--- src/rtl/counter_bus_pkg.sv ---
// counter_bus_pkg: op codes, FSM states and default width shared by counter_bus_master
// and its shadow checker.
package counter_bus_pkg;

    localparam int DEFAULT_WIDTH = 8;

    localparam logic OP_LOAD = 1'b0;
    localparam logic OP_READ = 1'b1;

    typedef enum logic [2:0] {
        ST_IDLE,
        ST_LOAD,
        ST_OE_SETUP,
        ST_SAMPLE,
        ST_TURN
    } state_t;

endpackage

--- src/rtl/counter_shadow.sv ---
// counter_shadow: free-running mirror of the external counter plus a compare of each
// sampled bus value against it; the error pulse lines up with the response pulse.
module counter_shadow
    import counter_bus_pkg::*;
#(
    parameter int WIDTH = DEFAULT_WIDTH
) (
    input  logic             clk,
    input  logic             reset,
    input  logic             ctr_load,
    input  logic [WIDTH-1:0] ctr_data,
    input  logic             sample,
    input  logic [WIDTH-1:0] bus_value,
    output logic             chk_err
);

    logic [WIDTH-1:0] shadow;

    always_ff @(posedge clk or posedge reset) begin
        if (reset) begin
            shadow  <= '0;
            chk_err <= 1'b0;
        end else begin
            shadow  <= ctr_load ? ctr_data : shadow + 1'b1;
            chk_err <= sample && (bus_value != shadow);
        end
    end

endmodule

--- src/rtl/counter_bus_master.sv ---
// counter_bus_master: host LOAD/READ commands to the programmable counter's pins.
// Define CTR_SHADOW_CHECK_EN to add the shadow-counter consistency check on chk_err.
module counter_bus_master
    import counter_bus_pkg::*;
#(
    parameter int WIDTH         = DEFAULT_WIDTH,
    parameter int SETTLE_CYCLES = 1,
    parameter int TURN_CYCLES   = 1
) (
    input  logic             clk,
    input  logic             reset,
    input  logic             cmd_valid,
    output logic             cmd_ready,
    input  logic             cmd_op,
    input  logic [WIDTH-1:0] cmd_data,
    output logic             rsp_valid,
    output logic [WIDTH-1:0] rsp_data,
    output logic             chk_err,
    output logic             ctr_load,
    output logic [WIDTH-1:0] ctr_data,
    output logic             ctr_oe_n,
    input  logic [WIDTH-1:0] ctr_bus
);

    localparam int TMAX = SETTLE_CYCLES > TURN_CYCLES ? SETTLE_CYCLES : TURN_CYCLES;
    localparam int TW   = $clog2(TMAX) + 1;

    state_t          state, next_state;
    logic [TW-1:0]   timer;
    logic            accept;

    assign accept = cmd_valid && cmd_ready;

    always_comb begin
        next_state = state;
        case (state)
            ST_IDLE:     if (accept) next_state = (cmd_op == OP_READ) ? ST_OE_SETUP : ST_LOAD;
            ST_LOAD:     next_state = ST_IDLE;
            ST_OE_SETUP: if (timer == TW'(SETTLE_CYCLES - 1)) next_state = ST_SAMPLE;
            ST_SAMPLE:   next_state = ST_TURN;
            ST_TURN:     if (timer == TW'(TURN_CYCLES - 1)) next_state = ST_IDLE;
            default:     next_state = ST_IDLE;
        endcase
    end

    // Pin outputs are registered from next_state so they line up with the state they describe.
    always_ff @(posedge clk or posedge reset) begin
        if (reset) begin
            state     <= ST_IDLE;
            timer     <= '0;
            cmd_ready <= 1'b0;
            ctr_load  <= 1'b0;
            ctr_data  <= '0;
            ctr_oe_n  <= 1'b1;
            rsp_valid <= 1'b0;
            rsp_data  <= '0;
        end else begin
            state     <= next_state;
            timer     <= (next_state != state) ? '0 : timer + 1'b1;
            cmd_ready <= next_state == ST_IDLE;
            ctr_load  <= next_state == ST_LOAD;
            ctr_oe_n  <= !(next_state == ST_OE_SETUP || next_state == ST_SAMPLE);
            rsp_valid <= state == ST_SAMPLE;
            if (accept && cmd_op == OP_LOAD) ctr_data <= cmd_data;
            if (state == ST_SAMPLE) rsp_data <= ctr_bus;
        end
    end

`ifdef CTR_SHADOW_CHECK_EN
    counter_shadow #(.WIDTH(WIDTH)) u_shadow (
        .clk       (clk),
        .reset     (reset),
        .ctr_load  (ctr_load),
        .ctr_data  (ctr_data),
        .sample    (state == ST_SAMPLE),
        .bus_value (ctr_bus),
        .chk_err   (chk_err)
    );
`else
    assign chk_err = 1'b0;
`endif

endmodule

--- config.mk ---
export PLATFORM = sky130hd
export DESIGN_NAME = counter_bus_master
export DESIGN_NICKNAME = d
export VERILOG_FILES = /design/src/rtl/counter_bus_pkg.sv /design/src/rtl/counter_shadow.sv /design/src/rtl/counter_bus_master.sv
export SDC_FILE = /design/constraint.sdc
export NUM_CORES = 1
export LEC_CHECK = 0
export CAP_MARGIN = 25
export CORE_ASPECT_RATIO = 0.7
export CORE_UTILIZATION = 41
export DETAILED_ROUTE_END_ITERATION = 8
export GPL_TIMING_DRIVEN = 0
export PLACE_DENSITY = 0.78
export SLEW_MARGIN = 20
export SYNTH_ARGS = -nofsm -noshare
export SYNTH_HDL_FRONTEND = slang
export SYNTH_HIERARCHICAL = 1
export SYNTH_SLANG_ARGS = --single-unit
export TNS_END_PERCENT = 10
--- constraint.sdc ---
create_clock -name clk -period 1.6 [get_ports clk]
set_clock_uncertainty 0.1 [all_clocks]
set_input_delay 0.24 -clock clk [delete_from_list [all_inputs] [get_ports clk]]
set_output_delay 0.24 -clock clk [all_outputs]
set_load 0.03 [all_outputs]
==> qor.yml, run 1 <==
worst-r2r-cell-count: 3
required_ps: 1260
syn_nets: 82
grt_setup_unrepaired: "false"
ctsHtreeMaxLevel: 1
peakVddDrop_mv: 1.10
seqCellArea_um2: 602
synth_cell_types: 22
r2r-end: "ctr_data[0]$_DFFE_PP0P_"
nFillCells: 178
cts_sinks: 24
antenna_found_initial: 0
top_usage_layer: "met2"
cts_tree: "done"
firstDrtPassIters: 4
portBuffers: 39
setup_slack_ps: 70.7
synth_top_family_by_area: "multiplexers"
wirelength_um: 1840
num_vias: 631
synthAdderAreaFrac: 0
ant_nets: 0
multi_input_area_um2: 313
critPathCapture: "ctr_oe_n"
grt_use_met2: 0.256
reg2reg_from: "cmd_ready$_DFF_PP0_"
cp_num_buf_inv: 1
die_x_um: 59.6
crit_slowest_cell: "dfstp_2"
yosys_most_used_dff: "dfrtp_1"
crit_start: "ctr_oe_n$_DFF_PP1_"
startpoint_type: "flop"
power.leakage_nw: 0.690
hold_path_class: "input port to async pin"
vias_per_cell: 4.57
critPathMaxStageDelay_ps: 530
yosys_warnings: 6
die_h_um: 42.3
worstSkewPairLatency_ps: 310
utilization: 0.657
grt_max_degree: 25
overflow: 0
critical_path.top_delay_family: "flip-flops"
routedWlPerCell_um: 13.3
ctsHoldBuffers: 0
grt_use_met3: 0.0772
clkTransAtPathRegs_ps: 130
netlist_instances: 62
post_cts_buffers: 0
io_pins: 41
diodes: 0
grt_usage: 0.158
synth_xor_area_frac: 0
yosys-mux-area-fraction: 0.220
cts_root_buf: "clkbuf_4"
yosys.area_share.simple: 0.0774
synth_top_area_share: 0.604
drc: 0
synth-compound-area-share: 0.0262
grt_pass1_wl_um: 2860
cts_buffers: 3
period_share: 0.956
met1_usage: 0.192
crit_path_max_fanout: 1
syn_avg_cell_area_um2: 15.4
syn2layout_area_growth_pct: 49.7
cp.depth: 1
finalHoldViolCount: 0
clock_path_buffers: 2
critPathKind: "flop to primary output"
slew_violations: 0
arrival_ps: 1190
yosysMostFrequentCell: "dfrtp_1"
r2r_slack_ps: 270
rows: 14
synth_common_cells: "dfrtp_1, mux2_2, mux2_4"
ys_ff_latch: 24
min_period_ps: 1530
drt_iter0_markers: 15
synth-edff-count: 0
grt_pass1_vias: 622
status: "completed"
nNetsFinal: 127
drive_gt1_frac: 0.255
synth-async-reset-ratio: 1.00
setup_viol: 0
power.density_nw_per_um2: 1990
crit_path_end_kind: "primary output"
hpwl_um: 1340
die_area_um2: 2530
drv_cap: 0
ys_seq_area_frac: 0.631
initial_core_util: 0.439
finalWeightedCongestion: 0.708
yosysTopAreaCell: "dfrtp_1"
synthesis.area_um2: 953
path_cells: "clkdlybuf4s15_1"
dp_slack_ps: -51.9
core_area_um2: 2170
fmax_mhz: 654
yosys-top-cells-area: "dfrtp_1, mux2_4, mux2_2, dfstp_2, nand3b_1"
power by group:
group	leakage [nW]	internal, W	switching [W]
sequential	0.289	0.000888	0.000157
combinational	0.373	0.000603	0.000771
clock	0.0279	0.000253	0.000174
total	0.690	0.00174	0.00110
worst min-delay path by stage:
| stage | start | end | slack [ps] | cells past startpoint |
|---|---|---|---|---|
| after floorplan | reset | cmd_ready$_DFF_PP0_ | 150 | 1 |
| after global placement | timer$_DFF_PP0_ | timer$_DFF_PP0_ | 340 | 1 |
| after detailed placement | timer$_DFF_PP0_ | timer$_DFF_PP0_ | 370 | 1 |
| after CTS | reset | ctr_data[1]$_DFFE_PP0P_ | 330 | 2 |
| after global routing | reset | ctr_data[1]$_DFFE_PP0P_ | 90 | 2 |
| final | reset | ctr_data[1]$_DFFE_PP0P_ | 80 | 2 |
layout by cell type (no fill, tap or decap), types with 2 or more instances in the layout:
cell type	instances
clkdlybuf4s50_1	19
dlygate4sd2_1	19
nand3b_1	2
nand2_1	2
mux2_4	8
dfrtp_1	23
inv_1	3
clkbuf_4	3
mux2_2	8
layer usage:
layer,up-vias,routed length (µm)
li1,301,-
met1,303,816
met2,25,857
met3,2,153
met4,0,13
met5,-,0
logic make-up (layout without fill, tap and decap cells):
group,count (synthesis),count (layout)
AND/OR/NAND/NOR,11,11
AO/OA/AOI/OAI,3,3
buffers and inverters,7,51
multiplexers,16,16
flip-flops,24,24
other,1,1
metrics by stage:
stage	setup TNS [ps]	cells	area, µm²	total power, W	hold WS [ps]
after CTS	0	137	1410	0.00287	333
after global routing	0	138	1430	0.00299	88.3
final	0	138	1430	0.00285	82.0
after global placement	-128	133	1380	0.00257	345
after floorplan	0	62	953	0.00199	154
after detailed placement	-249	133	1380	0.00261	370
flip-flops by register name, summed over array words and instances (netlist names):
register	cells
cmd_ready	1
ctr_data	8
ctr_load	1
ctr_oe_n	1
rsp_data	8
rsp_valid	1
state	3
timer	1
what timing repair did:
item                                    CTS  global route
pin swaps                                 0             0
endpoints found under the setup margin   20             1
gates resized for setup                  20             1
final cells by class:
class                           instances  area share
Timing Repair Buffer                   40       0.267
Clock inverter                          1      0.0210
Sequential cell                        24       0.422
Clock buffer                            3      0.0158
Inverter                                3     0.00789
Multi-Input combinational cell         31       0.219
Buffer                                  4      0.0193
Tap cell                               32      0.0280
No activity file was read; power rests on OpenSTA's default activity.
==> run 2, diff against run 1 <==
Settings changed: HOLD_SLACK_MARGIN set to 0.05, PLACE_DENSITY 0.78 to unset, PLACE_DENSITY_LB_ADDON set to 0.3.
==> run 2 against run 1 <==
Against the previous run: combinational power barely moved; fmax fell by 0.83%; design area fell by 0.26%; worst setup slack got worse by 13 ps.
==> qor.yml, run 2 (synthesis gave the netlist of run 1 again) <==
critPathMaxStageDelay_ps: 530  # about the same
utilization: 0.656  # was 0.657
crit_slowest_cell: "dfstp_2"  # unchanged
r2r-end: "ctr_data[6]$_DFFE_PP0P_"  # was ctr_data[0]$_DFFE_PP0P_
status: "completed"  # unchanged
diodes: 0  # unchanged
die_h_um: 42.3  # unchanged
path_cells: "clkdlybuf4s15_1"  # unchanged
cp_num_buf_inv: 1  # unchanged
critical_path.top_delay_family: "flip-flops"  # unchanged
r2r_slack_ps: 290  # was 270 ps
startpoint_type: "flop"  # unchanged
final_common_cell: "dfrtp_1"  # unchanged
worstSkewPairLatency_ps: 310  # about the same
power.leakage_nw: 0.689  # was 0.690 nW
crit_path_end_kind: "primary output"  # unchanged
ant_nets: 0  # unchanged
hold-worst-slack_ps: 93.9  # was 82.0 ps
finalHoldViolCount: 0  # unchanged
portBuffers: 39  # unchanged
die_area_um2: 2530  # unchanged
die_x_um: 59.6  # unchanged
power.density_nw_per_um2: 1910  # was 1990 nW/µm²
routedWlPerCell_um: 12.7  # was 13.3 µm
overflow: 0  # unchanged
drc: 0  # unchanged
wirelength_um: 1750  # was 1840 µm
finalWeightedCongestion: 0.713  # was 0.708
final.setup.tns_ps: 0  # unchanged
hpwl_um: 1250  # was 1340 µm
setup_viol: 0  # unchanged
arrival_ps: 1200  # was 1190 ps
rows: 14  # unchanged
firstDrtPassIters: 2  # was 4
crit_path_max_fanout: 1  # unchanged
clkTransAtPathRegs_ps: 120  # was 130 ps
final_cell_mix: "dfrtp_1, clkdlybuf4s50_1, dlygate4sd2_1"  # unchanged
clock_path_buffers: 2  # unchanged
grt_pass1_wl_um: 2950  # was 2860 µm
hold_path_class: "input port to async pin"  # unchanged
min_period_ps: 1540  # was 1530 ps
peakVddDrop_mv: 0.915  # was 1.10 mV
required_ps: 1260  # about the same
post_cts_buffers: 0  # unchanged
ctsHoldBuffers: 0  # unchanged
period_share: 0.964  # was 0.956
antenna_found_initial: 0  # unchanged
nNetsFinal: 127  # unchanged
cts_resized: 20  # unchanged
fmax_mhz: 648  # was 654 MHz
grt_usage: 0.160  # was 0.158
cts_sinks: 24  # unchanged
ctsHtreeMaxLevel: 1  # unchanged
grt_pass1_vias: 670  # was 622
num_vias: 646  # was 631
worst-r2r-cell-count: 3  # unchanged
nFillCells: 203  # was 178
syn2layout_area_growth_pct: 49.3  # was 49.7%
drive_gt1_frac: 0.255  # unchanged
reg2reg_from: "cmd_ready$_DFF_PP0_"  # unchanged
grt_setup_unrepaired: "false"  # unchanged
initial_core_util: 0.439  # unchanged
cts_buffers: 3  # unchanged
critPathKind: "flop to primary output"  # unchanged
slew_violations: 0  # unchanged
io_pins: 41  # unchanged
core_area_um2: 2170  # unchanged
reg_top3: "ctr_data (8), rsp_data (8), state (3)"  # unchanged
drt_iter0_markers: 18  # was 15
cts_tree: "done"  # unchanged
vias_per_cell: 4.68  # was 4.57
cts_root_buf: "clkbuf_4"  # unchanged
drv_cap: 0  # unchanged
grt_max_degree: 25  # unchanged
## run 2: worst max path at each step
stage	slack, ps	end	depth (start not counted)	start
after global placement	-40	ctr_data[3]$_DFFE_PP0P_	4	cmd_op
after global routing	20	ctr_oe_n	1	ctr_oe_n$_DFF_PP1_
after floorplan	220	ctr_data[0]$_DFFE_PP0P_	3	cmd_ready$_DFF_PP0_
after CTS	6	ctr_oe_n	1	ctr_oe_n$_DFF_PP1_
after detailed placement	-50	ctr_data[6]$_DFFE_PP0P_	4	cmd_op
final	60	ctr_oe_n	1	ctr_oe_n$_DFF_PP1_
## run 2: report_power, final
| group | leakage, nW | total (W) | internal [W] | switching [W] |
|---|---|---|---|---|
| clock | 0.0210 | 0.000306 | 0.000139 | 0.000167 |
| sequential | 0.289 | 0.00104 | 0.000889 | 0.000155 |
| combinational | 0.379 | 0.00136 | 0.000606 | 0.000757 |
## run 2: layer usage
metal,vias up,track usage,part of all wire
met5,-,0,0
met4,0,0.0279,0
met3,0,0.0772,0.094
met2,32,0.249,0.47
met1,311,0.204,0.44
li1,303,-,-
## run 2: layout make-up
class | instances | area [µm²] | share of cell area
multi-input combinational | 31 | 313 | 0.220
tap | 32 | 40.0 | 0.0281
clock buffer | 4 | 36.3 | 0.0255
timing repair buffer | 40 | 394 | 0.277
sequential | 24 | 602 | 0.423
inverter | 3 | 11.3 | 0.00791
buffer | 4 | 27.5 | 0.0193
## run 2: through the flow
step / cells / area [µm²] / setup WS, ps / total power (W)
3_3_place_gp: 133 / 1380 / -38.8 / 0.00257
6_report: 138 / 1420 / 57.8 / 0.00271
4_1_cts: 137 / 1400 / 5.54 / 0.00274
2_1_floorplan: 62 / 953 / 222 / 0.00199
5_1_grt: 138 / 1420 / 15.4 / 0.00287
3_5_place_dp: 133 / 1380 / -49.0 / 0.00260
==> run 3, diff against run 2 <==
Settings changed: CORE_ASPECT_RATIO 0.7 to unset.
==> run 3 against run 2 <==
Against the previous run: final cell count down 3.6%; sequential power is essentially flat; power shrank 2.4%; design area is 3.0% lower; critical endpoint unchanged.
==> qor.yml, run 3 (synthesis gave the netlist of run 1 again) <==
wirelength_um: 1640  # was 1750 µm
portBuffers: 39  # unchanged
cts_root_buf: "clkbuf_4"  # unchanged
finalHoldViolCount: 0  # unchanged
dp.cells: 129  # was 133
nFillCells: 195  # was 203
final_cells: 133  # was 138
crit_path_max_fanout: 1  # unchanged
switching_share: 0.401  # was 0.398
drive_gt1_frac: 0.238  # was 0.255
syn2layout_area_growth_pct: 44.9  # was 49.3%
antenna_found_initial: 0  # unchanged
worstSkewPairLatency_ps: 300  # was 310 ps
final.setup.tns_ps: 0  # unchanged
min_period_ps: 1520  # was 1540 ps
pwr-share-comb: 0.513  # was 0.502
rows: 17  # was 14
utilization: 0.624  # was 0.656
slew_violations: 0  # unchanged
final_cell_mix: "dfrtp_1, clkdlybuf4s50_1, dlygate4sd2_1"  # unchanged
drc: 0  # unchanged
design_area_um2: 1380  # was 1420 µm²
critPathKind: "flop to primary output"  # unchanged
grt_usage: 0.152  # was 0.160
p_sw_w: 0.00106  # was 0.00108 W
p_int_w: 0.00159  # was 0.00163 W
routedWlPerCell_um: 12.3  # was 12.7 µm
firstDrtPassIters: 2  # unchanged
clkTransAtPathRegs_ps: 110  # was 120 ps
cts_tree: "done"  # unchanged
crit_path_end_kind: "primary output"  # unchanged
peakVddDrop_mv: 1.18  # was 0.915 mV
critical_path.top_delay_family: "flip-flops"  # unchanged
path_cells: "clkdlybuf4s15_1"  # unchanged
vias_per_cell: 4.60  # was 4.68
power.leakage_nw: 0.670  # was 0.689 nW
setup_viol: 0  # unchanged
ctsHtreeMaxLevel: 1  # unchanged
grt_pass1_wl_um: 2800  # was 2950 µm
nNetsFinal: 126  # was 127
hold_path_class: "input port to async pin"  # unchanged
final_common_cell: "dfrtp_1"  # unchanged
io_pins: 41  # unchanged
core_area_um2: 2210  # was 2170 µm²
ctsHoldBuffers: 0  # unchanged
overflow: 0  # unchanged
required_ps: 1260  # about the same
clock_path_buffers: 2  # unchanged
finalWeightedCongestion: 0.711  # was 0.713
worst_slew_pin_slew_ps: 857
seqPwrFrac: 0.392  # was 0.385
slew_headroom: 0.428
period_share: 0.949  # was 0.964
cts_sinks: 24  # unchanged
ant_nets: 0  # unchanged
initial_core_util: 0.431  # was 0.439
grt_max_degree: 25  # unchanged
startpoint_type: "flop"  # unchanged
r2r_slack_ps: 290  # about the same
die_area_um2: 2520  # was 2530 µm²
cp_num_buf_inv: 1  # unchanged
reg_top3: "ctr_data (8), rsp_data (8), state (3)"  # unchanged
hpwl_um: 1270  # was 1250 µm
cts_buffers: 3  # unchanged
fmax_mhz: 659  # was 648 MHz
clkPwrFrac: 0.095  # was 0.113
diodes: 0  # unchanged
drv_cap: 0  # unchanged
die_h_um: 50.2  # was 42.3 µm
arrival_ps: 1180  # was 1200 ps
status: "completed"  # unchanged
drt_iter0_markers: 3  # was 18
num_vias: 612  # was 646
grt_pass1_vias: 652  # was 670
grt_setup_unrepaired: "false"  # unchanged
postPlaceCellArea_um2: 1380  # about the same
power.density_nw_per_um2: 1920  # was 1910 nW/µm²
die_x_um: 50.2  # was 59.6 µm
critPathMaxStageDelay_ps: 530  # about the same
crit_slowest_cell: "dfstp_2"  # unchanged
-- run 3: what timing repair did --
action                     CTS  global route
resized for setup           20             1
cloned                       0             0
setup endpoints to repair   20             1
buffers inserted             0             0
-- run 3: cell type report --
type,instances,area (µm²),share of cell area
plain buffers,4,27.5,0.0199
clock buffers,4,26.3,0.0190
inverters,3,11.3,0.00815
multi-input cells,31,313,0.226
flip-flops and latches,24,602,0.436
well taps,28,35.0,0.0254
repair buffers,39,367,0.265
-- run 3: final timing paths --
kind / cells past startpoint / start / end
worst min register to register: 1 / timer$_DFF_PP0_ / timer$_DFF_PP0_
worst min-delay path: 2 / reset / rsp_data[4]$_DFFE_PP0P_
worst max-delay path: 1 / ctr_oe_n$_DFF_PP1_ / ctr_oe_n
min in group clk: 1 / timer$_DFF_PP0_ / timer$_DFF_PP0_
worst max register to register: 3 / cmd_ready$_DFF_PP0_ / ctr_data[2]$_DFFE_PP0P_
max in group asynchronous: 2 / reset / cmd_ready$_DFF_PP0_
-- run 3: stage by stage --
stage | worst slack [ps] | hold slack, ps | power [W]
finish | 82.1 | 315 | 0.00265
global route | 19.5 | 384 | 0.00282
CTS | 32.2 | 335 | 0.00269
detailed placement | -50.0 | 371 | 0.00260
global placement | -24.4 | 344 | 0.00256
floorplan | 222 | 154 | 0.00199
-- run 3: metal layers --
metal,vias up,GRT usage,share of wire
met5,-,0,0
met4,0,0.0143,0
met3,0,0.0727,0.088
met2,31,0.276,0.52
met1,285,0.164,0.39
li1,296,-,-
-- run 3: power groups by stage --
stage	clock [W]	sequential, W	combinational, W
after floorplan	0	0.00154	0.000451
after global placement	0	0.00105	0.00152
after detailed placement	0	0.00106	0.00154
after CTS	0.000273	0.00104	0.00138
after global routing	0.000304	0.00108	0.00143
final	0.000252	0.00104	0.00136
-- run 3: worst register-to-register path, stage by stage (launching register included) --
cell	delay [ps]
dfrtp_1	430
nand3b_1	90
buf_2	230
mux2_2	370
